## src/rtl/rc4_phase_sequencer_if.sv

```systemverilog
// Handshake and shared S-memory bundle between the RC4 phase sequencer and its
// init/shuffle/decrypt engines.
interface rc4_phase_sequencer_if;
  logic        start;
  logic [23:0] key_in;
  logic [23:0] key_out;
  logic        init_start, shuf_start, dec_start;
  logic        init_done, shuf_done, dec_done;
  logic [7:0]  init_addr, shuf_addr, dec_addr;
  logic [7:0]  init_data, shuf_data, dec_data;
  logic        init_wren, shuf_wren, dec_wren;
  logic [7:0]  s_addr;
  logic [7:0]  s_data;
  logic        s_wren;
  logic        abort;
  logic [2:0]  phase;
  logic        busy, done, error;

  modport master (
    input  start, key_in,
    input  init_done, shuf_done, dec_done,
    input  init_addr, shuf_addr, dec_addr,
    input  init_data, shuf_data, dec_data,
    input  init_wren, shuf_wren, dec_wren,
    output key_out, init_start, shuf_start, dec_start,
    output s_addr, s_data, s_wren,
    output abort, phase, busy, done, error
  );

  modport slave (
    output start, key_in,
    output init_done, shuf_done, dec_done,
    output init_addr, shuf_addr, dec_addr,
    output init_data, shuf_data, dec_data,
    output init_wren, shuf_wren, dec_wren,
    input  key_out, init_start, shuf_start, dec_start,
    input  s_addr, s_data, s_wren,
    input  abort, phase, busy, done, error
  );
endinterface

```

## src/rtl/rc4_phase_sequencer.sv

```systemverilog
// Sequences RC4 init -> shuffle -> decrypt phases, owns the shared S-memory
// port, and aborts engines on restart or per-phase watchdog timeout.
module rc4_phase_sequencer #(
  parameter int unsigned TIMEOUT_CYCLES = 4096
) (
  input  logic                  CLOCK_50,
  input  logic                  reset_n,
  rc4_phase_sequencer_if.master bus
);

  typedef enum logic [2:0] {
    IDLE    = 3'd0,
    INIT    = 3'd1,
    SHUFFLE = 3'd2,
    DECRYPT = 3'd3,
    DONE    = 3'd4,
    ERROR   = 3'd5
  } state_t;

  localparam logic [15:0] WDOG_LAST = 16'(TIMEOUT_CYCLES - 1);

  state_t      state_q, state_d;
  logic [23:0] key_q, key_d;
  logic [15:0] wdog_q, wdog_d;
  logic        init_start_q, init_start_d;
  logic        shuf_start_q, shuf_start_d;
  logic        dec_start_q, dec_start_d;
  logic        abort_q, abort_d;
  logic        busy;

  assign busy = (state_q == INIT) || (state_q == SHUFFLE) || (state_q == DECRYPT);

  always_comb begin
    state_d      = state_q;
    key_d        = key_q;
    wdog_d       = busy ? wdog_q + 16'd1 : '0;
    init_start_d = 1'b0;
    shuf_start_d = 1'b0;
    dec_start_d  = 1'b0;
    abort_d      = 1'b0;

    // start takes priority over any done pulse or timeout in the same cycle
    if (bus.start) begin
      key_d        = bus.key_in;
      state_d      = INIT;
      init_start_d = 1'b1;
      abort_d      = busy;
      wdog_d       = '0;
    end else begin
      unique case (state_q)
        INIT: begin
          if (bus.init_done) begin
            state_d      = SHUFFLE;
            shuf_start_d = 1'b1;
            wdog_d       = '0;
          end else if (wdog_q == WDOG_LAST) begin
            state_d = ERROR;
            abort_d = 1'b1;
            wdog_d  = '0;
          end
        end
        SHUFFLE: begin
          if (bus.shuf_done) begin
            state_d     = DECRYPT;
            dec_start_d = 1'b1;
            wdog_d      = '0;
          end else if (wdog_q == WDOG_LAST) begin
            state_d = ERROR;
            abort_d = 1'b1;
            wdog_d  = '0;
          end
        end
        DECRYPT: begin
          if (bus.dec_done) begin
            state_d = DONE;
            wdog_d  = '0;
          end else if (wdog_q == WDOG_LAST) begin
            state_d = ERROR;
            abort_d = 1'b1;
            wdog_d  = '0;
          end
        end
        default: ;
      endcase
    end
  end

  always_ff @(posedge CLOCK_50) begin
    if (!reset_n) begin
      state_q      <= IDLE;
      key_q        <= '0;
      wdog_q       <= '0;
      init_start_q <= 1'b0;
      shuf_start_q <= 1'b0;
      dec_start_q  <= 1'b0;
      abort_q      <= 1'b0;
    end else begin
      state_q      <= state_d;
      key_q        <= key_d;
      wdog_q       <= wdog_d;
      init_start_q <= init_start_d;
      shuf_start_q <= shuf_start_d;
      dec_start_q  <= dec_start_d;
      abort_q      <= abort_d;
    end
  end

  always_comb begin
    bus.s_addr = '0;
    bus.s_data = '0;
    bus.s_wren = 1'b0;
    unique case (state_q)
      INIT: begin
        bus.s_addr = bus.init_addr;
        bus.s_data = bus.init_data;
        bus.s_wren = bus.init_wren;
      end
      SHUFFLE: begin
        bus.s_addr = bus.shuf_addr;
        bus.s_data = bus.shuf_data;
        bus.s_wren = bus.shuf_wren;
      end
      DECRYPT: begin
        bus.s_addr = bus.dec_addr;
        bus.s_data = bus.dec_data;
        bus.s_wren = bus.dec_wren;
      end
      default: ;
    endcase
  end

  assign bus.key_out    = key_q;
  assign bus.init_start = init_start_q;
  assign bus.shuf_start = shuf_start_q;
  assign bus.dec_start  = dec_start_q;
  assign bus.abort      = abort_q;
  assign bus.phase      = state_q;
  assign bus.busy       = busy;
  assign bus.done       = (state_q == DONE);
  assign bus.error      = (state_q == ERROR);

endmodule
```

## src/flat_wrapper.sv

```systemverilog
// flat-port wrapper written by rule: the top's interface ports become plain ports
module rc4_phase_sequencer_flat 
#(
  parameter int unsigned TIMEOUT_CYCLES = 4096
)
  (CLOCK_50, reset_n, bus_start, bus_key_in, bus_init_done, bus_shuf_done, bus_dec_done, bus_init_addr, bus_shuf_addr, bus_dec_addr, bus_init_data, bus_shuf_data, bus_dec_data, bus_init_wren, bus_shuf_wren, bus_dec_wren, bus_key_out, bus_init_start, bus_shuf_start, bus_dec_start, bus_s_addr, bus_s_data, bus_s_wren, bus_abort, bus_phase, bus_busy, bus_done, bus_error);
  rc4_phase_sequencer_if bus_i ();
  input  logic CLOCK_50;
  input  logic reset_n;
  input wire logic [$bits(bus_i.start)-1:0] bus_start;
  input wire logic [$bits(bus_i.key_in)-1:0] bus_key_in;
  input wire logic [$bits(bus_i.init_done)-1:0] bus_init_done;
  input wire logic [$bits(bus_i.shuf_done)-1:0] bus_shuf_done;
  input wire logic [$bits(bus_i.dec_done)-1:0] bus_dec_done;
  input wire logic [$bits(bus_i.init_addr)-1:0] bus_init_addr;
  input wire logic [$bits(bus_i.shuf_addr)-1:0] bus_shuf_addr;
  input wire logic [$bits(bus_i.dec_addr)-1:0] bus_dec_addr;
  input wire logic [$bits(bus_i.init_data)-1:0] bus_init_data;
  input wire logic [$bits(bus_i.shuf_data)-1:0] bus_shuf_data;
  input wire logic [$bits(bus_i.dec_data)-1:0] bus_dec_data;
  input wire logic [$bits(bus_i.init_wren)-1:0] bus_init_wren;
  input wire logic [$bits(bus_i.shuf_wren)-1:0] bus_shuf_wren;
  input wire logic [$bits(bus_i.dec_wren)-1:0] bus_dec_wren;
  output wire logic [$bits(bus_i.key_out)-1:0] bus_key_out;
  output wire logic [$bits(bus_i.init_start)-1:0] bus_init_start;
  output wire logic [$bits(bus_i.shuf_start)-1:0] bus_shuf_start;
  output wire logic [$bits(bus_i.dec_start)-1:0] bus_dec_start;
  output wire logic [$bits(bus_i.s_addr)-1:0] bus_s_addr;
  output wire logic [$bits(bus_i.s_data)-1:0] bus_s_data;
  output wire logic [$bits(bus_i.s_wren)-1:0] bus_s_wren;
  output wire logic [$bits(bus_i.abort)-1:0] bus_abort;
  output wire logic [$bits(bus_i.phase)-1:0] bus_phase;
  output wire logic [$bits(bus_i.busy)-1:0] bus_busy;
  output wire logic [$bits(bus_i.done)-1:0] bus_done;
  output wire logic [$bits(bus_i.error)-1:0] bus_error;
  assign bus_i.start = bus_start;
  assign bus_i.key_in = bus_key_in;
  assign bus_i.init_done = bus_init_done;
  assign bus_i.shuf_done = bus_shuf_done;
  assign bus_i.dec_done = bus_dec_done;
  assign bus_i.init_addr = bus_init_addr;
  assign bus_i.shuf_addr = bus_shuf_addr;
  assign bus_i.dec_addr = bus_dec_addr;
  assign bus_i.init_data = bus_init_data;
  assign bus_i.shuf_data = bus_shuf_data;
  assign bus_i.dec_data = bus_dec_data;
  assign bus_i.init_wren = bus_init_wren;
  assign bus_i.shuf_wren = bus_shuf_wren;
  assign bus_i.dec_wren = bus_dec_wren;
  assign bus_key_out = bus_i.key_out;
  assign bus_init_start = bus_i.init_start;
  assign bus_shuf_start = bus_i.shuf_start;
  assign bus_dec_start = bus_i.dec_start;
  assign bus_s_addr = bus_i.s_addr;
  assign bus_s_data = bus_i.s_data;
  assign bus_s_wren = bus_i.s_wren;
  assign bus_abort = bus_i.abort;
  assign bus_phase = bus_i.phase;
  assign bus_busy = bus_i.busy;
  assign bus_done = bus_i.done;
  assign bus_error = bus_i.error;
  rc4_phase_sequencer #(.TIMEOUT_CYCLES(TIMEOUT_CYCLES)) u_core (.CLOCK_50(CLOCK_50), .reset_n(reset_n), .bus(bus_i));
endmodule
```

## config.mk

```make
export PLATFORM = sky130hd
export DESIGN_NAME = rc4_phase_sequencer_flat
export DESIGN_NICKNAME = d
export VERILOG_FILES = /design/src/rtl/rc4_phase_sequencer_if.sv /design/src/rtl/rc4_phase_sequencer.sv /design/src/flat_wrapper.sv
export SDC_FILE = /design/constraint.sdc
export NUM_CORES = 1
export LEC_CHECK = 0
export CAP_MARGIN = 10
export CORE_ASPECT_RATIO = 0.9
export CORE_MARGIN = 5
export CORE_UTILIZATION = 42
export CTS_BUF_LIST = sky130_fd_sc_hd__clkbuf_8 sky130_fd_sc_hd__clkbuf_16
export CTS_CLUSTER_SIZE = 8
export DETAILED_ROUTE_END_ITERATION = 7
export GPL_ROUTABILITY_DRIVEN = 0
export PLACE_DENSITY_LB_ADDON = 0.15
export SLEW_MARGIN = 30
export SYNTH_ARGS = -nofsm -noshare
export SYNTH_HDL_FRONTEND = slang
export SYNTH_SLANG_ARGS = --single-unit
export TNS_END_PERCENT = 1
```

## constraint.sdc

```tcl
create_clock -name CLOCK_50 -period 4.8 [get_ports CLOCK_50]
set_input_delay 0.48 -clock CLOCK_50 [delete_from_list [all_inputs] [get_ports CLOCK_50]]
set_output_delay 0.48 -clock CLOCK_50 [all_outputs]
set_load 0.03 [all_outputs]
```

---- Word-level counts from Yosys, hierarchy flattened ----
Cells that the tools add are included.
storage, ports and cells
  output and inout bits ................... 51
  register bits ........................... 47
cells by class
  add/sub/neg operators ................... 1
  bitwise gates (word level) .............. 3
  reductions and logical operators ........ 7
  eq/ne operators ......................... 6
  multiplexer cells ....................... 24
operator list
  operator                                                                  count
  16-bit 2-to-1 mux                                                         5
  16-bit case mux with 3 select lines                                       1
  8-bit case mux with 3 select lines                                        2
  16-bit by 1-bit adder with 16-bit output (second input constant)          1
  16-bit by 12-bit equality test with 1-bit output (second input constant)  1
  3-bit 2-to-1 mux                                                          4
  1-bit 2-to-1 mux                                                          9
  3-bit case mux with 3 select lines                                        1
  3-bit by 2-bit equality test with 1-bit output (second input constant)    2
  3-bit equality test (second input constant)                               2
  1-bit case mux with 3 select lines                                        2
  3-bit OR reduction                                                        2
  4-bit nonzero test                                                        1
  3-bit by 1-bit equality test with 1-bit output (second input constant)    1
  1-bit inverter                                                            3
  3-bit nonzero test                                                        1
  1-bit logical OR                                                          2
  2-bit OR reduction                                                        1

---- Depth between registers and ports, before layout ----
Gate-level depths: netlist (run 1).
  word-level depth ........................ 7
  mapped depth ............................ 6

---- Worst setup path after synthesis (run 1) ----
OpenSTA, ideal clock, no wires.
  path kind ............................... register to output
  start ................................... register u_core.state_q[1], in the netlist u_core.bus.phase[1]
  end ..................................... output port bus_s_addr[0]
  data arrival time ....................... 1.921 ns
  path buffers ............................ 3
  slack ................................... 2.399 ns
  stages on the path, launching flop included .. 7
  path through ............................ dfxtp_1 > buf_2 > nor2b_1 > clkbuf_1 > buf_1 > a21oi_1 > nor2_1
between the ends
  cells in the longest elaborated chain, start to end .. 2
  elaborated cells between the ends (all ways) .. 4
ends and longest elaborated chain
  element                                                                                                           RTL line                    RTL
  start: declaration                                                                                                rc4_phase_sequencer.sv:22   state_t state_q, state_d;
  start signal: assignment                                                                                          rc4_phase_sequencer.sv:98   state_q <= state_d;
  3-bit by 2-bit equality test with 1-bit output or 3-bit by 1-bit equality test with 1-bit output (tied branches)  rc4_phase_sequencer.sv:112  unique case (state_q)
  8-bit case mux with 3 select lines *                                                                              rc4_phase_sequencer.sv:112
  end: declaration                                                                                                  flat_wrapper.sv:28          output wire logic [$bits(bus_i.s_addr)-1:0] bus_s_addr;
Mark *: on every way between the ends. The rest lies on a longest branch, timed or not.

---- Worst setup path after layout (run 1) ----
  start ................................... register u_core.state_q[0], in the netlist u_core.bus.phase[0]
  end ..................................... output port bus_s_data[0]
between the ends
  cells in the longest elaborated chain, start to end .. 2
  elaborated cells between the ends (all ways) .. 4
ends and longest elaborated chain
  element                                                                                                           RTL line                    RTL
  3-bit by 2-bit equality test with 1-bit output or 3-bit by 1-bit equality test with 1-bit output (tied branches)  rc4_phase_sequencer.sv:112
  8-bit case mux with 3 select lines *                                                                              rc4_phase_sequencer.sv:112
  end: declaration                                                                                                  flat_wrapper.sv:29          output wire logic [$bits(bus_i.s_data)-1:0] bus_s_data;
Marks and branches as above.

==> results.ini, run 1 <==
[synthesis]
netlist_top_cells_area=dfxtp_1 39%, mux2i_1 17%, nor2_1 8.0%
post-synth-top-area-cell=dfxtp_1
synth-main-ff-cell=dfxtp_1
synth_edf_count=0
avgSynthCellArea_um2=8.63
synth_nets=364
ys_types=41
seq_area_frac_synth_pct=38.7
synthArstFlopShare_pct=0
synth-seq-cells=47
synth_top_area_share_pct=38.7
synthCells=282
ys_warn_count=0
synth_area_um2=2430

[clock_network]
cts_max_path_buffers=2
clkTransAtPathRegs_ns=0.09
cts_tree=built
post_cts_buffers=0
ctsResizeCount=0
cts_hold_buf=0
cts_sinks=47
cts-root-buf=clkbuf_8
clkLatencyLatePin_ns=0.30
h-tree-depth=2
cts_buffers=5

[run_status]
outcome=completed

[timing]
min_period_over_period_pct=64.8
fin_ws_ns=1.69
timing.final.crit_period_ns=3.11
hold_slack_ns=0.498
rsz0062_at_grt=false
setup_tns_ns=0
final-setup-viol-count=0
final_hold_viol_count=0
fin_worst_skew_ns=0.00876
slew_headroom_pct=46.4
tightestPinTransition_ns=0.801
final_max_slew_viol_count=0
fmax_mhz=321

[route]
antenna_left=0
route.met2.wl_um=3190
top_layer=met4
firstDrtPassIters=5
wl_met1_um=2880
routed-wl-met3_um=585
wl_per_cell_um=14.5
drtIter0Drc=183
via_count=2395
viasPerCell=5.02
post-route-drc-count=0
wirelength_um=6910

[placement]
dp_slack_ns=1.96
io_buffers=131
dp_hpwl_um=5260

[cells_and_area]
final_util_pct=68.9
diodes=0
area_growth_pct=60.4
nFillCells=478
nets=488
drive_gt1_share_pct=4.67

[floorplanning]
boundaryPins=132
dieArea_um2=7420
die_h_um=82.2
die_w_um=90.2
num_rows=26
start_util_pct=43.0
core-area_um2=5660

[critical_path]
critPathKind=reg -> out
critPathArrivalTime_ns=2.63
cp_slowest_stage_delay_ns=0.71
worstSetupEndpointType=primary output
timing.critical_path.mode_cell=nor2_1
worstSetupStartpointType=register
worstPathCellList=clkinv_1 > nor2_1 > a21oi_1 > nor2_1 > clkdlybuf4s50_1
slowest_stage=clkdlybuf4s50_1
path_max_fanout=19
worstPathRequired_ns=4.32

[power]
pwr_density_cell_nw_per_um2=238
power.static_leakage_nw=1.45
vdd_drop_max_mv=0.162

[grt]
grt_max_degree=31
grt_usage_pct=18.1
grt_pass1_vias=2341
gr-total-overflow=0
grt_pass1_wl_um=11000
antenna_found_initial=0

[min_path]
min_path_type=reg -> reg

[job]
maxCapViolCount=0

[synth_stat cells (3+ instances only)]
library cell / n
nor3b_1: 3
inv_1: 4
clkbuf_1: 7
xnor2_1: 6
xor2_1: 6
nor3_1: 5
nand3_1: 5
nor2b_1: 28
a21oi_1: 21
buf_2: 5
buf_1: 4
nor4_1: 4
mux2i_1: 42
nand2b_1: 3
dfxtp_1: 47
nand4_1: 3
nor2_1: 52
nand2_1: 9
[kinds of logic after synthesis]
kind of cell / after synthesis / synth area share (%)
AO/OA/AOI/OAI: 33 / 8.13
adder cells (fa/ha/maj): 1 / 0.514
flip-flops: 47 / 38.7
buffers and inverters: 22 / 3.81
XOR/XNOR: 12 / 4.32
AND/OR/NAND/NOR: 125 / 27.3
multiplexers: 42 / 17.3
[stage by stage]
step                instance area [µm²]  power [W]  instances
floorplan                          2430   0.000519        282
global placement                   3780   0.000633        469
detailed placement                 3780   0.000637        469
CTS                                3900   0.000940        477
global route                       3900   0.000968        477
finish                             3900   0.000929        477
[final cells by class]
cell class              count  area [µm²]  share of cell area, %
clock inverters             2        38.8                  0.994
clock buffers               6        82.6                   2.12
repair buffers            134        1330                   34.2
inverters                   5        18.8                  0.481
multi-input cells         213        1400                   35.8
well taps                  70        87.6                   2.24
flip-flops and latches     47         942                   24.1
[where the power goes]
| group | leakage, nW | switching (W) | internal [W] | total (W) |
|---|---|---|---|---|
| Combinational | 1.00 | 0.0000958 | 0.000120 | 0.000216 |
| Sequential | 0.385 | 0.00000805 | 0.000403 | 0.000411 |
| Clock | 0.0618 | 0.000131 | 0.000171 | 0.000302 |
[layer usage]
layer | up-vias | global-route usage, %
met4 | 0 | 7.89
met5 | - | 0
met3 | 19 | 6.25
met1 | 1062 | 20.8
li1 | 1214 | -
met2 | 100 | 31.0
[placed cells by master, fill, tap and decap left out, types with 4 or more instances in the layout]
cell type,Yosys,final
nand3_1,5,5
nor4_1,4,4
a21oi_1,21,21
nor2b_1,28,28
nand2_1,9,9
clkdlybuf4s50_1,0,131
xnor2_1,6,6
inv_1,4,4
clkbuf_8,0,6
mux2i_1,42,42
dfxtp_1,47,46
nor2_1,52,52
xor2_1,6,6
nor3_1,5,5
[state kept, by name (all words and copies together) (netlist names)]
register and count:
u_core.wdog_q 16, u_core.bus.init_start 1, u_core.bus.key_out 24, u_core.bus.phase 3, u_core.bus.shuf_start 1, u_core.bus.abort 1, u_core.bus.dec_start 1
[final timing paths]
check / from / end / slack, ns / cells past startpoint
worst max-delay path: u_core.bus.phase[0] / bus_s_data[0] / 1.69 / 5
worst min-delay path: u_core.wdog_q[0] / u_core.wdog_q[0] / 0.50 / 1
worst max register to register: u_core.bus.phase[0] / u_core.wdog_q[7] / 2.80 / 4
worst min register to register: u_core.wdog_q[0] / u_core.wdog_q[0] / 0.50 / 1
[critical path: cells and delay by family (launching register included)]
| kind | cells | cell delay (ns) |
|---|---|---|
| flip-flops | 1 | 0.62 |
| buffers and inverters | 2 | 1.30 |
| AO/OA/AOI/OAI | 1 | 0.05 |
| AND/OR/NAND/NOR | 2 | 0.36 |
Power figures use the tool's default switching activity.
==> run 2, diff against run 1 <==
CORE_UTILIZATION = 39   (was 42)
clock period = 3.1 ns   (was 4.8 ns; I/O delays follow)
==> run 2 against run 1 <==
  * Flip-flop and latch count is the same
  * Final cell count grew 1.3%
  * Worst hold slack lost 0.022 ns
  * Worst setup slack lost 0.99 ns
  * Non-clock buffer count grew 4
  * Clock power grew 54%
  * Clock skew shrank 0.0013 ns
  * Die area grew 6.8%
  * Core utilization shrank 5.0 points
  * Sequential power grew 55%
  * Final area shrank 0.29%
  * Global-route usage shrank 1.0 points
  * Critical path type unchanged
  * Largest power group unchanged
==> results.ini, run 2 (synthesized netlist as in run 1, its figures left out) <==
[route]
top_layer=met4
via_count=2374  ; -0.88%
antenna_left=0  ; unchanged
wl_met1_um=2820  ; -2.1%
drtIter0Drc=118  ; -36%
viasPerCell=4.92  ; -2.1%
wl_per_cell_um=13.9  ; -3.8%
firstDrtPassIters=4  ; -1
routed-wl-met3_um=533  ; -8.9%
wirelength_um=6730  ; -2.6%
post-route-drc-count=0  ; unchanged
route.met2.wl_um=3340  ; +4.8%

[min_path]
min_path_type=reg -> reg

[power]
pwr_density_cell_nw_per_um2=368  ; +55%
vdd_drop_max_mv=0.175  ; +7.7%
p_total_w=0.00143  ; +54%
power.static_leakage_nw=1.50  ; +3.5%

[timing]
tightestPinTransition_ns=0.725  ; -0.0766 ns
min_period_over_period_pct=77.6
fin_worst_skew_ns=0.00744  ; -0.00133 ns
hold_slack_ns=0.476  ; -0.0220 ns
final-setup-viol-count=0  ; unchanged
final_max_slew_viol_count=0  ; unchanged
timing.final.crit_period_ns=2.40
setup_tns_ns=0  ; unchanged
final_hold_viol_count=0  ; unchanged
rsz0062_at_grt=false
fmax_mhz=416
slew_headroom_pct=51.6  ; +5.2 points

[critical_path]
cp_slowest_stage_delay_ns=0.78  ; +0.07 ns
worstSetupEndpointType=primary output
worstSetupStartpointType=register
slowest_stage=dfxtp_1
critPathArrivalTime_ns=2.09  ; -0.54 ns
cp_num_buf_inv=2  ; unchanged
cp_top_family=flip-flops
worstPathRequired_ns=2.79  ; -1.53 ns
worstPathCellList=buf_4 > mux2i_1 > nor2_1 > a21oi_1 > nor2_1 > buf_4
path_max_fanout=18  ; -1
critPathKind=reg -> out

[clock_network]
clkLatencyLatePin_ns=0.30  ; about the same
post_cts_buffers=0  ; unchanged
cts_buffers=5  ; unchanged
ctsResizeCount=0  ; unchanged
h-tree-depth=2  ; unchanged
cts_max_path_buffers=2  ; unchanged
cts-root-buf=clkbuf_8
cts_tree=built
clkTransAtPathRegs_ns=0.08  ; about the same
cts_sinks=47  ; unchanged
cts_hold_buf=0  ; unchanged

[floorplanning]
core-area_um2=6080  ; +7.4%
num_rows=27  ; +3.8%
die_h_um=84.9  ; +3.3%
dieArea_um2=7920  ; +6.8%
start_util_pct=40.0  ; -3.0 points
die_w_um=93.2  ; +3.4%
boundaryPins=132  ; unchanged

[run_status]
outcome=completed

[placement]
placedCellCount=475  ; +1.3%
io_buffers=131  ; unchanged
dp_hpwl_um=5380  ; +2.3%

[grt]
grt_usage_pct=17.1  ; -1.0 points
gr-total-overflow=0  ; unchanged
grt_pass1_wl_um=11100  ; +1.1%
grt_pass1_vias=2360  ; +0.81%
antenna_found_initial=0  ; unchanged
grt_max_degree=23  ; -26%

[cells_and_area]
final_util_pct=64.0  ; -5.0 points
drive_gt1_share_pct=9.49  ; +4.8 points
final_common_cell=clkdlybuf4s50_1
mostFrequentLayoutCells=114 x clkdlybuf4s50_1, 52 x nor2_1, 47 x dfxtp_1
diodes=0  ; unchanged
instances_no_fill=483  ; +1.3%
area_growth_pct=60.0
largest_register_ffs=24  ; unchanged
nets=492  ; +0.82%

[job]
maxCapViolCount=0  ; unchanged

[run 2: changes by cell type in the layout (fill, tap and decap cells not counted)]
cell and change:
buf_4 +21, dfxtp_2 -1, clkdlybuf4s50_1 -17, dfxtp_1 +1
[run 2: where the power goes]
part / switching, W / leakage (nW) / internal (W)
clock: 0.000201 / 0.0618 / 0.000265
combinational: 0.000146 / 1.05 / 0.000183
sequential: 0.0000144 / 0.384 / 0.000624
total: 0.000361 / 1.50 / 0.00107
[run 2: layout make-up]
class / count / area, µm²
multi-input combinational: 213 / 1400
sequential: 47 / 941
inverter: 5 / 18.8
tap: 72 / 90.1
fill: 540 / 2190
clock inverter: 2 / 38.8
clock buffer: 6 / 82.6
timing repair buffer: 138 / 1320
[run 2: final timing paths]
path	start	to	slack, ns	cells after the start
setup / recovery	u_core.bus.phase[1]	bus_s_addr[7]	0.70	6
hold / removal	u_core.wdog_q[0]	u_core.wdog_q[0]	0.48	1
setup reg to reg	u_core.bus.phase[2]	u_core.wdog_q[9]	1.09	4
hold reg to reg	u_core.wdog_q[0]	u_core.wdog_q[0]	0.48	1
[run 2: worst register-to-register path: stages (launching register included)]
cell	delay [ns]
dfxtp_1	0.80
and4bb_2	0.32
a22oi_1	0.36
or2_2	0.35
nor2_1	0.08
[run 2: through the flow]
stage          area (µm²)  worst slack, ns
2_1_floorplan        2430            0.869
3_3_place_gp         3770            0.847
3_5_place_dp         3770            0.783
4_1_cts              3890            0.667
5_1_grt              3890            0.546
6_report             3890            0.696
[run 2: routing by layer]
layer / up-vias / global-route usage [%]
met2: 87 / 30.8
li1: 1221 / -
met1: 1062 / 19.5
met5: - / 0
met3: 4 / 5.85
met4: 0 / 3.20
